## config.mk

```make
export PLATFORM = sky130hd
export DESIGN_NAME = fetch_decode_queue_flat
export DESIGN_NICKNAME = d
export VERILOG_FILES = /design/src/rtl/fetch_decode_queue_if.sv /design/src/rtl/fetch_decode_queue.sv /design/src/flat_wrapper.sv
export SDC_FILE = /design/constraint.sdc
export NUM_CORES = 1
export LEC_CHECK = 0
export CAP_MARGIN = 10
export CORE_ASPECT_RATIO = 0.9
export CORE_MARGIN = 3
export CORE_UTILIZATION = 56
export CTS_CLUSTER_SIZE = 28
export DETAILED_ROUTE_END_ITERATION = 10
export HOLD_SLACK_MARGIN = 0.15
export PLACE_DENSITY = 0.83
export SLEW_MARGIN = 20
export SYNTH_ARGS = -nofsm -noshare
export SYNTH_HDL_FRONTEND = slang
export SYNTH_SLANG_ARGS = --single-unit
```

## constraint.sdc

```tcl
create_clock -name clk -period 20.3 [get_ports clk]
set_clock_uncertainty 0.1 [all_clocks]
set_input_delay 4.06 -clock clk [delete_from_list [all_inputs] [get_ports clk]]
set_output_delay 4.06 -clock clk [all_outputs]
set_load 0.05 [all_outputs]
```

## src/rtl/fetch_decode_queue_if.sv

```systemverilog
// Fetch/decode queue bus: fetch-side capture, decode-side valid/ready head, flush and occupancy.
// master = fetch/decode environment, slave = the queue itself.
interface fetch_decode_queue_if #(
    parameter int AW = 1
);
    logic          in_hit;
    logic [63:0]   in_next_pc;
    logic [31:0]   in_instruction;
    logic          flush;
    logic          stall;
    logic          out_valid;
    logic          out_ready;
    logic [63:0]   out_pc;
    logic [31:0]   out_instruction;
    logic [AW:0]   count;

    modport master (
        output in_hit, in_next_pc, in_instruction, flush, out_ready,
        input  stall, out_valid, out_pc, out_instruction, count
    );

    modport slave (
        input  in_hit, in_next_pc, in_instruction, flush, out_ready,
        output stall, out_valid, out_pc, out_instruction, count
    );
endinterface

```

## src/rtl/fetch_decode_queue.sv

```systemverilog
// In-order {pc, instruction} queue between fetch and decode, flushed on taken branch.
// Optional FDQ_BYPASS_EN: an empty queue forwards the incoming entry combinationally.
module fetch_decode_queue #(
    parameter int DEPTH = 2,
    parameter int AW    = 1
) (
    input  logic                  clk,
    input  logic                  rst,
    fetch_decode_queue_if.slave   fdq_if
);
    typedef struct packed {
        logic [63:0] pc;
        logic [31:0] instr;
    } entry_t;

    entry_t        mem_q [DEPTH];
    logic [AW-1:0] rd_ptr_q, rd_ptr_d;
    logic [AW-1:0] wr_ptr_q, wr_ptr_d;
    logic [AW:0]   count_q, count_d;

    entry_t in_ent, head;
    logic   empty, full, byp, valid;
    logic   push, pop, wr_en, rd_en;

    // Fetch reports next_pc; the entry stores the address of the instruction itself.
    assign in_ent = '{pc: fdq_if.in_next_pc - 64'd4, instr: fdq_if.in_instruction};
    assign empty  = (count_q == '0);
    assign full   = (count_q == (AW+1)'(DEPTH));

`ifdef FDQ_BYPASS_EN
    assign byp = empty & fdq_if.in_hit & ~fdq_if.flush & ~rst;
`else
    assign byp = 1'b0;
`endif

    assign valid = ~empty | byp;
    assign push  = fdq_if.in_hit & ~full & ~fdq_if.flush;
    assign pop   = valid & fdq_if.out_ready & ~fdq_if.flush;
    // A bypassed entry taken by decode never touches the array.
    assign wr_en = push & ~(byp & fdq_if.out_ready);
    assign rd_en = pop & ~empty;

    always_comb begin
        head = mem_q[rd_ptr_q];
        if (byp)        head = in_ent;
        else if (empty) head = '0;
    end

    assign fdq_if.out_valid       = valid;
    assign fdq_if.out_pc          = head.pc;
    assign fdq_if.out_instruction = head.instr;
    assign fdq_if.stall           = full;
    assign fdq_if.count           = count_q;

    always_comb begin
        rd_ptr_d = rd_ptr_q;
        wr_ptr_d = wr_ptr_q;
        count_d  = count_q;
        if (fdq_if.flush) begin
            rd_ptr_d = '0;
            wr_ptr_d = '0;
            count_d  = '0;
        end else begin
            if (rd_en) rd_ptr_d = rd_ptr_q + 1'b1;
            if (wr_en) wr_ptr_d = wr_ptr_q + 1'b1;
            case ({wr_en, rd_en})
                2'b10:   count_d = count_q + (AW+1)'(1);
                2'b01:   count_d = count_q - (AW+1)'(1);
                default: count_d = count_q;
            endcase
        end
    end

    always_ff @(posedge clk or posedge rst) begin
        if (rst) begin
            rd_ptr_q <= '0;
            wr_ptr_q <= '0;
            count_q  <= '0;
            for (int i = 0; i < DEPTH; i++) mem_q[i] <= '0;
        end else begin
            rd_ptr_q <= rd_ptr_d;
            wr_ptr_q <= wr_ptr_d;
            count_q  <= count_d;
            if (wr_en) mem_q[wr_ptr_q] <= in_ent;
        end
    end
endmodule

```

## src/flat_wrapper.sv

```systemverilog
// flat-port wrapper written by rule: the top's interface ports become plain ports
module fetch_decode_queue_flat 
#(
    parameter int DEPTH = 2,
    parameter int AW    = 1
)
  (clk, rst, fdq_if_in_hit, fdq_if_in_next_pc, fdq_if_in_instruction, fdq_if_flush, fdq_if_out_ready, fdq_if_stall, fdq_if_out_valid, fdq_if_out_pc, fdq_if_out_instruction, fdq_if_count);
  fetch_decode_queue_if #(.AW(AW)) fdq_if_i ();
  input  logic clk;
  input  logic rst;
  input wire logic [$bits(fdq_if_i.in_hit)-1:0] fdq_if_in_hit;
  input wire logic [$bits(fdq_if_i.in_next_pc)-1:0] fdq_if_in_next_pc;
  input wire logic [$bits(fdq_if_i.in_instruction)-1:0] fdq_if_in_instruction;
  input wire logic [$bits(fdq_if_i.flush)-1:0] fdq_if_flush;
  input wire logic [$bits(fdq_if_i.out_ready)-1:0] fdq_if_out_ready;
  output wire logic [$bits(fdq_if_i.stall)-1:0] fdq_if_stall;
  output wire logic [$bits(fdq_if_i.out_valid)-1:0] fdq_if_out_valid;
  output wire logic [$bits(fdq_if_i.out_pc)-1:0] fdq_if_out_pc;
  output wire logic [$bits(fdq_if_i.out_instruction)-1:0] fdq_if_out_instruction;
  output wire logic [$bits(fdq_if_i.count)-1:0] fdq_if_count;
  assign fdq_if_i.in_hit = fdq_if_in_hit;
  assign fdq_if_i.in_next_pc = fdq_if_in_next_pc;
  assign fdq_if_i.in_instruction = fdq_if_in_instruction;
  assign fdq_if_i.flush = fdq_if_flush;
  assign fdq_if_i.out_ready = fdq_if_out_ready;
  assign fdq_if_stall = fdq_if_i.stall;
  assign fdq_if_out_valid = fdq_if_i.out_valid;
  assign fdq_if_out_pc = fdq_if_i.out_pc;
  assign fdq_if_out_instruction = fdq_if_i.out_instruction;
  assign fdq_if_count = fdq_if_i.count;
  fetch_decode_queue #(.DEPTH(DEPTH), .AW(AW)) u_core (.clk(clk), .rst(rst), .fdq_if(fdq_if_i));
endmodule
```

==> impl_metrics.tcl, run 1 <==
set metrics [dict create \
    synthFlopType "dfrtp_1" \
    yosys.area.top_type_share 0.502 \
    cts_hold_buf 0 \
    synth_enable_flop_cells 0 \
    fin_crit_ns 7.71 \
    grt_pass1_vias 7840 \
    tightest_slew_ns 1.07 \
    ant_nets 0 \
    antenna_cells 0 \
    worst_setup_path_end_kind "output pin" \
    ys.warnings.count 0 \
    p_total_mw 1.22 \
    cts.sinks 196 \
    maxCapViolations 0 \
    cts_buffer_depth 2 \
    yosysTopAreaCell "dfrtp_1" \
    critPathKind "flip-flop to output pin" \
    min_path_type "flip-flop to flip-flop" \
    die_h_um 131 \
    fin_area_um2 12500 \
    grt_pass1_wl_mm 39.5 \
    finalSetupTns_ns 0 \
    synth_seq_cells 196 \
    nFillCells 1322 \
    ys_top_cells_by_area "dfrtp_1 (50%), mux2i_1 (9.9%), nand2_1 (8.6%)" \
    post_cts_buffers 0 \
    track_usage 0.252 \
    start_kind "flip-flop" \
    rsz0062_at_grt "no" \
    multi_input_area_um2 4610 \
    rows 45 \
    synthesis.area_um2 9770 \
    max_freq_mhz 130 \
    cts_tree "yes" \
    crit_fanout 58 \
    avgRoutedWirePerCell_um 16.7 \
    ys_seq_area_frac 0.502 \
    cp.arrival_ns 3.55 \
    die_w_um 145 \
    dp_hpwl_mm 15.8 \
    cpPeakStageDelay_ns 0.91 \
    num-nets-final 1283 \
    drv_slew 0 \
    wirelength_mm 23.8 \
    viasPerCell 5.54 \
    path_clk_slew_ns 0.07 \
    area_delta_synth_final_pct 27.8 \
    coreArea_um2 17000 \
    synthArstFlopShare 1.00 \
    grt_max_degree 117 \
    hold_viol_final 0 \
    gr-total-overflow 0 \
    portBuffers 200 \
    initial_utilization 0.575 \
    syn_avg_cell_area_um2 9.59 \
    min_period_over_period 0.380 \
    antenna_found_initial 0 \
    ctsResizeCount 0 \
    cp_slowest_cell "dfrtp_4" \
    clockRootBuffer "clkbuf_16" \
    vias 7912 \
    gp_congestion 0.863 \
    cts.htree.levels 4 \
    synth_cells 1019 \
    path_cells "buf_4, mux2i_1, nor2_1, clkdlybuf4s50_1" \
    setup_viol 0 \
    regArea_um2 4910 \
    ir_worst_vdd_mv 0.0638 \
    die_area_um2 19100 \
    pwr_density_cell_nw_per_um2 98.0 \
    status "completed" \
    power_leakage_nw 5.13 \
    drc_errors 0 \
    relSlewSlack 0.285 \
    critPathRequiredTime_ns 16.14 \
    clk_latency_ns 0.43 \
    synth.distinct_cells 39 \
    firstDrtPassIters 6 \
    ioPinCount 201 \
    synth_fp_nets 1121 \
    cts_buffers 17 \
    drive_above_1_share 0.0914 \
    placed_area_um2 11900 \
    drt_iter0_markers 525 \
]
==> kinds of logic after synthesis <==
group | after synthesis | share of synthesized area
compound gates | 117 | 0.0610
xor+xnor | 60 | 0.0538
fa+ha+maj | 1 | 0.00128
buf+inv | 68 | 0.0286
flops | 196 | 0.502
mux | 143 | 0.152
simple gates | 434 | 0.201
==> cells in the final DEF, fill, tap and decap left out, drive strengths merged <==
cell	count
or3	10
nor3b	1
a31oi	1
inv	13
nor4	21
nor4b	3
nand3b	3
nor3	28
nand2	225
clkinv	4
xor2	17
clkbuf	17
nand4b	2
nand2b	4
ha	1
or2	2
xnor2	43
mux2i	97
nand3	2
a21oi	1
or4	8
a21boi	1
nand4	4
nor4bb	1
bufinv	2
a211oi	1
clkdlybuf4s50	200
dfrtp	196
nor2	120
o21ai	112
buf	6
mux2	46
o31a	1
==> sequential cells by signal (all words and copies together) (netlist names) <==
name,cells
u_core.fdq_if.count,2
u_core.mem_q,192
u_core.rd_ptr_q,1
u_core.wr_ptr_q,1
==> synthesized netlist by cell type, drive strengths merged (2+ instances only) <==
cell    count
nor4b       3
nor4       21
or2         2
buf        18
nand2b      4
o21ai     112
xor2       17
nand4b      2
nand2     225
xnor2      43
inv         5
nand4       4
clkbuf     45
nor3       28
dfrtp     196
nand3b      3
nor2      120
mux2       46
mux2i      97
or4         8
nand3       2
or3        10
==> power by group <==
group	internal, mW	switching, mW	total [mW]
Sequential	0.490	0.0552	0.546
Clock	0.185	0.155	0.340
Combinational	0.138	0.199	0.337
Total	0.814	0.409	1.22
==> through the flow <==
stage	cells	setup slack [ns]	utilization	hold slack (ns)
CTS	1428	12.58	0.734	0.379
detailed placement	1397	12.80	0.699	0.362
finish	1428	12.59	0.734	0.378
global route	1428	12.43	0.734	0.397
floorplan	1019	10.80	-	0.345
global placement	1397	12.83	0.699	0.358
==> worst max-delay path: cells and delay by family, from the launching register on <==
family                 cells  cell delay, ns
buffers and inverters      2            1.73
DFF                        1            0.91
muxes                      1            0.27
and+or+nand+nor            1            0.15
==> path summary, 6_finish.rpt <==
kind	slack, ns	cells past startpoint	startpoint	end
max	12.59	4	u_core.rd_ptr_q	fdq_if_out_pc[53]
max in group asynchronous	14.76	3	rst	u_core.mem_q[30]
min reg2reg	0.38	2	u_core.mem_q[129]	u_core.mem_q[129]
min in group asynchronous	4.09	2	rst	u_core.mem_q[2]
max reg2reg	17.28	6	u_core.fdq_if.count[0]	u_core.mem_q[28]
min	0.38	2	u_core.mem_q[129]	u_core.mem_q[129]
==> layout make-up <==
class	instances	area share
inverters	5	0.00211
flip-flops and latches	196	0.393
clock inverters	14	0.0133
repair buffers	206	0.164
well taps	235	0.0236
clock buffers	17	0.0341
multi-input cells	755	0.369
==> metal layers <==
metal	track usage	part of all wire	vias up
li1	-	-	3761
met1	0.363	0.45	3868
met2	0.391	0.47	248
met3	0.0469	0.055	35
met4	0.0818	0.018	0
met5	0	0	-
(Power assumes the default switching activity.)
==> inputs of run 2 (changes only) <==
--- a/config.mk
+++ b/config.mk
@@ -8,11 +8,11 @@
 export CAP_MARGIN = 10
 export CORE_ASPECT_RATIO = 0.9
 export CORE_MARGIN = 3
-export CORE_UTILIZATION = 56
+export CORE_UTILIZATION = 52
 export CTS_CLUSTER_SIZE = 28
 export DETAILED_ROUTE_END_ITERATION = 10
 export HOLD_SLACK_MARGIN = 0.15
-export PLACE_DENSITY = 0.83
+export PLACE_DENSITY = 0.78
 export SLEW_MARGIN = 20
 export SYNTH_ARGS = -nofsm -noshare
 export SYNTH_HDL_FRONTEND = slang
==> constraint.sdc (replaced) <==
create_clock -name clk -period 7.3 [get_ports clk]
set_clock_uncertainty 0.1 [all_clocks]
set_input_delay 1.46 -clock clk [delete_from_list [all_inputs] [get_ports clk]]
set_output_delay 1.46 -clock clk [all_outputs]
set_load 0.05 [all_outputs]
==> run 2 against run 1 <==
Against the previous run:
- total power grew to 2.9 times the previous value
- sequential share of layout area shrank 0.30 points
- largest cell class unchanged
- worst setup slack lost 10 ns
- critical path depth is the same
- register-to-register slack lost 13 ns
- via count shrank 0.64%
- cell area grew 0.77%
- first-iteration DRC count shrank 12%
- sequential power grew to 2.8 times the previous value
- core utilization shrank 3.6 points
- routed wire length grew 2.6%
- clock power grew to 3.1 times the previous value
==> impl_metrics.tcl, run 2 (synthesis results as in run 1) <==
set metrics [dict create \
    rsz0062_at_grt "no" \
    rr_startpoint "u_core.fdq_if.count[0]" \
    ir_worst_vdd_mv 0.169 \
    initial_utilization 0.542 \
    viasPerCell 5.47 \
    hold_viol_final 0 \
    relSlewSlack 0.222 \
    place_ws_ns 2.36 \
    cts.sinks 196 \
    placed_area_um2 11900 \
    grt_max_degree 145 \
    start_kind "flip-flop" \
    critPathRequiredTime_ns 5.74 \
    path_clk_slew_ns 0.07 \
    holdPathStages 2 \
    fin_area_um2 12600 \
    die_area_um2 20500 \
    largest_register_ff_count 192 \
    pwr_density_cell_nw_per_um2 280 \
    layout_common_cells "nand2_1 (224), clkdlybuf4s50_1 (200), dfrtp_1 (195)" \
    clk_latency_ns 0.43 \
    grt_pass1_wl_mm 39.1 \
    ioPinCount 201 \
    r2r_end "u_core.mem_q[27]" \
    cts_tree "yes" \
    worst_setup_path_end_kind "output pin" \
    finalSetupTns_ns 0 \
    area_delta_synth_final_pct 28.8 \
    drt_iter0_markers 463 \
    grt_pass1_vias 7744 \
    tightest_slew_ns 1.17 \
    min_path_type "flip-flop to flip-flop" \
    ctsResizeCount 0 \
    drive_above_1_share 0.0921 \
    vias 7861 \
    max_freq_mhz 203 \
    dp_hpwl_mm 16.0 \
    fin_crit_ns 4.93 \
    num-nets-final 1284 \
    track_usage 0.241 \
    gr-total-overflow 0 \
    regMostFlops "u_core.mem_q" \
    status "completed" \
    drv_slew 0 \
    p_total_mw 3.53 \
    die_w_um 150 \
    cts_buffers 17 \
    crit_fanout 61 \
    hp-start "u_core.mem_q[100]" \
    rows 46 \
    die_h_um 136 \
    antenna_found_initial 1 \
    portBuffers 200 \
    nFillCells 1413 \
    coreArea_um2 18000 \
    gp_congestion 0.844 \
    fin_ws_ns 2.37 \
    drc_errors 0 \
    final_common_cell "nand2_1" \
    critPathKind "flip-flop to output pin" \
    cts_hold_buf 0 \
    maxCapViolations 0 \
    r2r_slack_ns 4.32 \
    cts_buffer_depth 2 \
    r2r_cells 6 \
    power_leakage_nw 5.16 \
    min_period_over_period 0.675 \
    ant_nets 0 \
    post_cts_buffers 0 \
    setup_viol 0 \
    firstDrtPassIters 5 \
    whs_endpoint "u_core.mem_q[100]" \
    cp.arrival_ns 3.37 \
    wirelength_mm 24.4 \
    clockRootBuffer "clkbuf_16" \
    cp-startpoint "u_core.fdq_if.count[1]" \
    avgRoutedWirePerCell_um 17.0 \
    cts.htree.levels 4 \
]
[run 2: cell count changes in the layout (fill, tap and decap cells not counted), moves of 2 or more]
cell / change
buf_4: +2
bufinv_16: +4
inv_6: -2
inv_8: -2
clkinvlp_4: +3
clkinv_4: -2
[run 2: layout make-up]
type | count | area, um^2 | share of cell area
sequential | 196 | 4910 | 0.390
multi-input combinational | 755 | 4610 | 0.367
timing repair buffer | 207 | 2050 | 0.163
clock buffer | 18 | 429 | 0.0341
tap | 240 | 300 | 0.0239
clock inverter | 14 | 246 | 0.0196
inverter | 5 | 26.3 | 0.00209
antenna | 1 | 2.50 | 0.000199
[run 2: worst max path at each step]
stage | cells past startpoint | slack, ns | to
4_1_cts | 4 | 2.35 | fdq_if_out_pc[51]
5_1_grt | 4 | 2.19 | fdq_if_out_pc[42]
3_3_place_gp | 7 | 2.41 | u_core.mem_q[177]
6_report | 4 | 2.37 | fdq_if_out_pc[51]
3_5_place_dp | 7 | 2.36 | u_core.mem_q[177]
2_1_floorplan | 1 | 0.40 | u_core.fdq_if.count[0]
[run 2: worst max-delay path: stages (launching register included)]
cell and delay (ns):
dfrtp_1 0.46, nor2_4 0.76, buf_4 0.73, nor2_1 0.21, clkdlybuf4s50_1 0.76
[run 2: report_power, final]
part / switching (mW) / leakage [nW] / internal (mW) / total [mW]
Sequential: 0.157 / 2.42 / 1.36 / 1.52
Combinational: 0.551 / 2.41 / 0.383 / 0.934
Clock: 0.424 / 0.318 / 0.648 / 1.07
[run 2: metrics by stage]
step / std cells / util / hold slack (ns)
floorplan: 1019 / - / 0.345
global placement: 1403 / 0.661 / 0.359
detailed placement: 1403 / 0.661 / 0.361
CTS: 1435 / 0.698 / 0.378
global route: 1435 / 0.698 / 0.388
finish: 1436 / 0.698 / 0.375
[run 2: routing by layer]
| metal | share of wire | GRT usage |
|---|---|---|
| met3 | 0.059 | 0.0503 |
| met1 | 0.45 | 0.330 |
| met4 | 0.015 | 0.0696 |
| met2 | 0.48 | 0.391 |
| met5 | 0.00037 | 0 |
==> inputs of run 3 (changes only) <==
--- a/config.mk
+++ b/config.mk
@@ -8,11 +8,11 @@
 export CAP_MARGIN = 10
 export CORE_ASPECT_RATIO = 0.9
 export CORE_MARGIN = 3
-export CORE_UTILIZATION = 52
+export CORE_UTILIZATION = 47
 export CTS_CLUSTER_SIZE = 28
 export DETAILED_ROUTE_END_ITERATION = 10
 export HOLD_SLACK_MARGIN = 0.15
-export PLACE_DENSITY = 0.78
+export PLACE_DENSITY = 0.74
 export SLEW_MARGIN = 20
 export SYNTH_ARGS = -nofsm -noshare
 export SYNTH_HDL_FRONTEND = slang
==> constraint.sdc (replaced) <==
create_clock -name clk -period 4.25 [get_ports clk]
set_clock_uncertainty 0.1 [all_clocks]
set_input_delay 0.85 -clock clk [delete_from_list [all_inputs] [get_ports clk]]
set_output_delay 0.85 -clock clk [all_outputs]
set_load 0.05 [all_outputs]
==> run 3 against run 2 <==
Against the previous run:
- cell count increased by 1.9%
- clock power increased by 48%
- die area increased by 10%
- flip-flop and latch count unchanged
- critical path depth unchanged
- routed wire length decreased by 1.2%
- core utilization decreased by 7.0 points
- critical path type unchanged
==> impl_metrics.tcl, run 3 (synthesis results as in run 1) <==
set metrics [dict create \
    dp_hpwl_mm 16.4 \
    crit_fanout 24 \
    status "completed" \
    critPathKind "flip-flop to output pin" \
    multi_input_area_um2 4610 \
    ioPinCount 201 \
    coreArea_um2 20200 \
    initial_utilization 0.484 \
    track_usage 0.217 \
    wirelength_mm 24.2 \
    die_area_um2 22600 \
    antenna_found_initial 0 \
    rr_startpoint "u_core.fdq_if.count[0]" \
    gr-total-overflow 0 \
    cts.sinks 196 \
    worst_hold_slack_ns 0.376 \
    cts_buffer_depth 2 \
    rows 49 \
    min_period_over_period 0.858 \
    finalSetupTns_ns 0 \
    cts_hold_buf 0 \
    nFillCells 1681 \
    start_kind "flip-flop" \
    fin_crit_ns 3.65 \
    ctsResizeCount 0 \
    die_w_um 158 \
    grt_pass1_wl_mm 39.4 \
    avgRoutedWirePerCell_um 16.5 \
    cts.htree.levels 4 \
    worst_setup_path_end_kind "output pin" \
    max_freq_mhz 274 \
    area_delta_synth_final_pct 29.7 \
    clockRootBuffer "clkbuf_16" \
    firstDrtPassIters 5 \
    layout_common_cells "nand2_1 (224), clkdlybuf4s50_1 (200), dfrtp_1 (195)" \
    drc_errors 0 \
    rsz0062_at_grt "no" \
    path_clk_slew_ns 0.07 \
    die_h_um 143 \
    hold_viol_final 0 \
    final_core_util 0.628 \
    cp-startpoint "u_core.rd_ptr_q" \
    setup_viol 0 \
    cp.arrival_ns 2.70 \
    ant_nets 0 \
    cts_tree "yes" \
    gp_congestion 0.821 \
    vias 7759 \
    tightest_slew_ns 1.05 \
    pwr_density_cell_nw_per_um2 458 \
    power_leakage_nw 5.20 \
    post_cts_buffers 0 \
    largest_register_ff_count 192 \
    grt_max_degree 104 \
    drive_above_1_share 0.102 \
    regArea_um2 4910 \
    ir_worst_vdd_mv 0.250 \
    drt_iter0_markers 425 \
    final_common_cell "nand2_1" \
    viasPerCell 5.30 \
    drv_slew 0 \
    min_path_type "flip-flop to flip-flop" \
    portBuffers 200 \
    regMostFlops "u_core.mem_q" \
    clk_latency_ns 0.42 \
    num-nets-final 1298 \
    cts_buffers 17 \
    antenna_cells 0 \
    grt_pass1_vias 7598 \
    relSlewSlack 0.302 \
    p_total_mw 5.81 \
    hp-start "u_core.mem_q[126]" \
    critPathRequiredTime_ns 3.30 \
    maxCapViolations 0 \
]
## run 3: worst paths after layout
kind,to,slack [ns],cells after the start
setup / recovery,fdq_if_out_instruction[2],0.60,4
hold / removal,u_core.mem_q[126],0.38,2
setup reg to reg,u_core.mem_q[24],1.78,6
hold reg to reg,u_core.mem_q[126],0.38,2
max in group asynchronous,u_core.mem_q[70],2.72,3
min in group asynchronous,u_core.mem_q[48],0.56,2
## run 3: power by group
part / switching (mW) / internal, mW / total [mW] / leakage, nW
Sequential: 0.250 / 2.34 / 2.59 / 2.42
Combinational: 0.957 / 0.673 / 1.63 / 2.50
Clock: 0.730 / 0.854 / 1.58 / 0.278
Total: 1.94 / 3.87 / 5.81 / 5.20
## run 3: area by class of cell
type / count / area share
Tap cell: 255 / 0.0252
Sequential cell: 196 / 0.387
Timing Repair Buffer: 221 / 0.176
Clock buffer: 20 / 0.0360
Clock inverter: 11 / 0.00919
Multi-Input combinational cell: 755 / 0.364
Inverter: 5 / 0.00178
## run 3: stage by stage
step | setup WS (ns) | instance area, um^2 | std cells
global route | 0.450 | 12700 | 1463
CTS | 0.562 | 12700 | 1463
finish | 0.604 | 12700 | 1463
detailed placement | 0.354 | 12100 | 1432
global placement | 0.368 | 12100 | 1432
floorplan | 0.768 | 9770 | 1019
## run 3: routing by layer
metal	routed length, um	global-route usage	vias up	part of all wire
li1	-	-	3805	-
met3	1080	0.0403	20	0.045
met1	11700	0.317	3744	0.48
met5	0	0	-	0
met2	11100	0.341	190	0.46
met4	259	0.0493	0	0.011
## run 3: worst max-delay path, cell delays in order (launching register included)
cell	delay, ns
dfrtp_4	0.72
buf_4	0.45
mux2i_1	0.16
nor2_1	0.13
clkdlybuf4s50_1	0.81
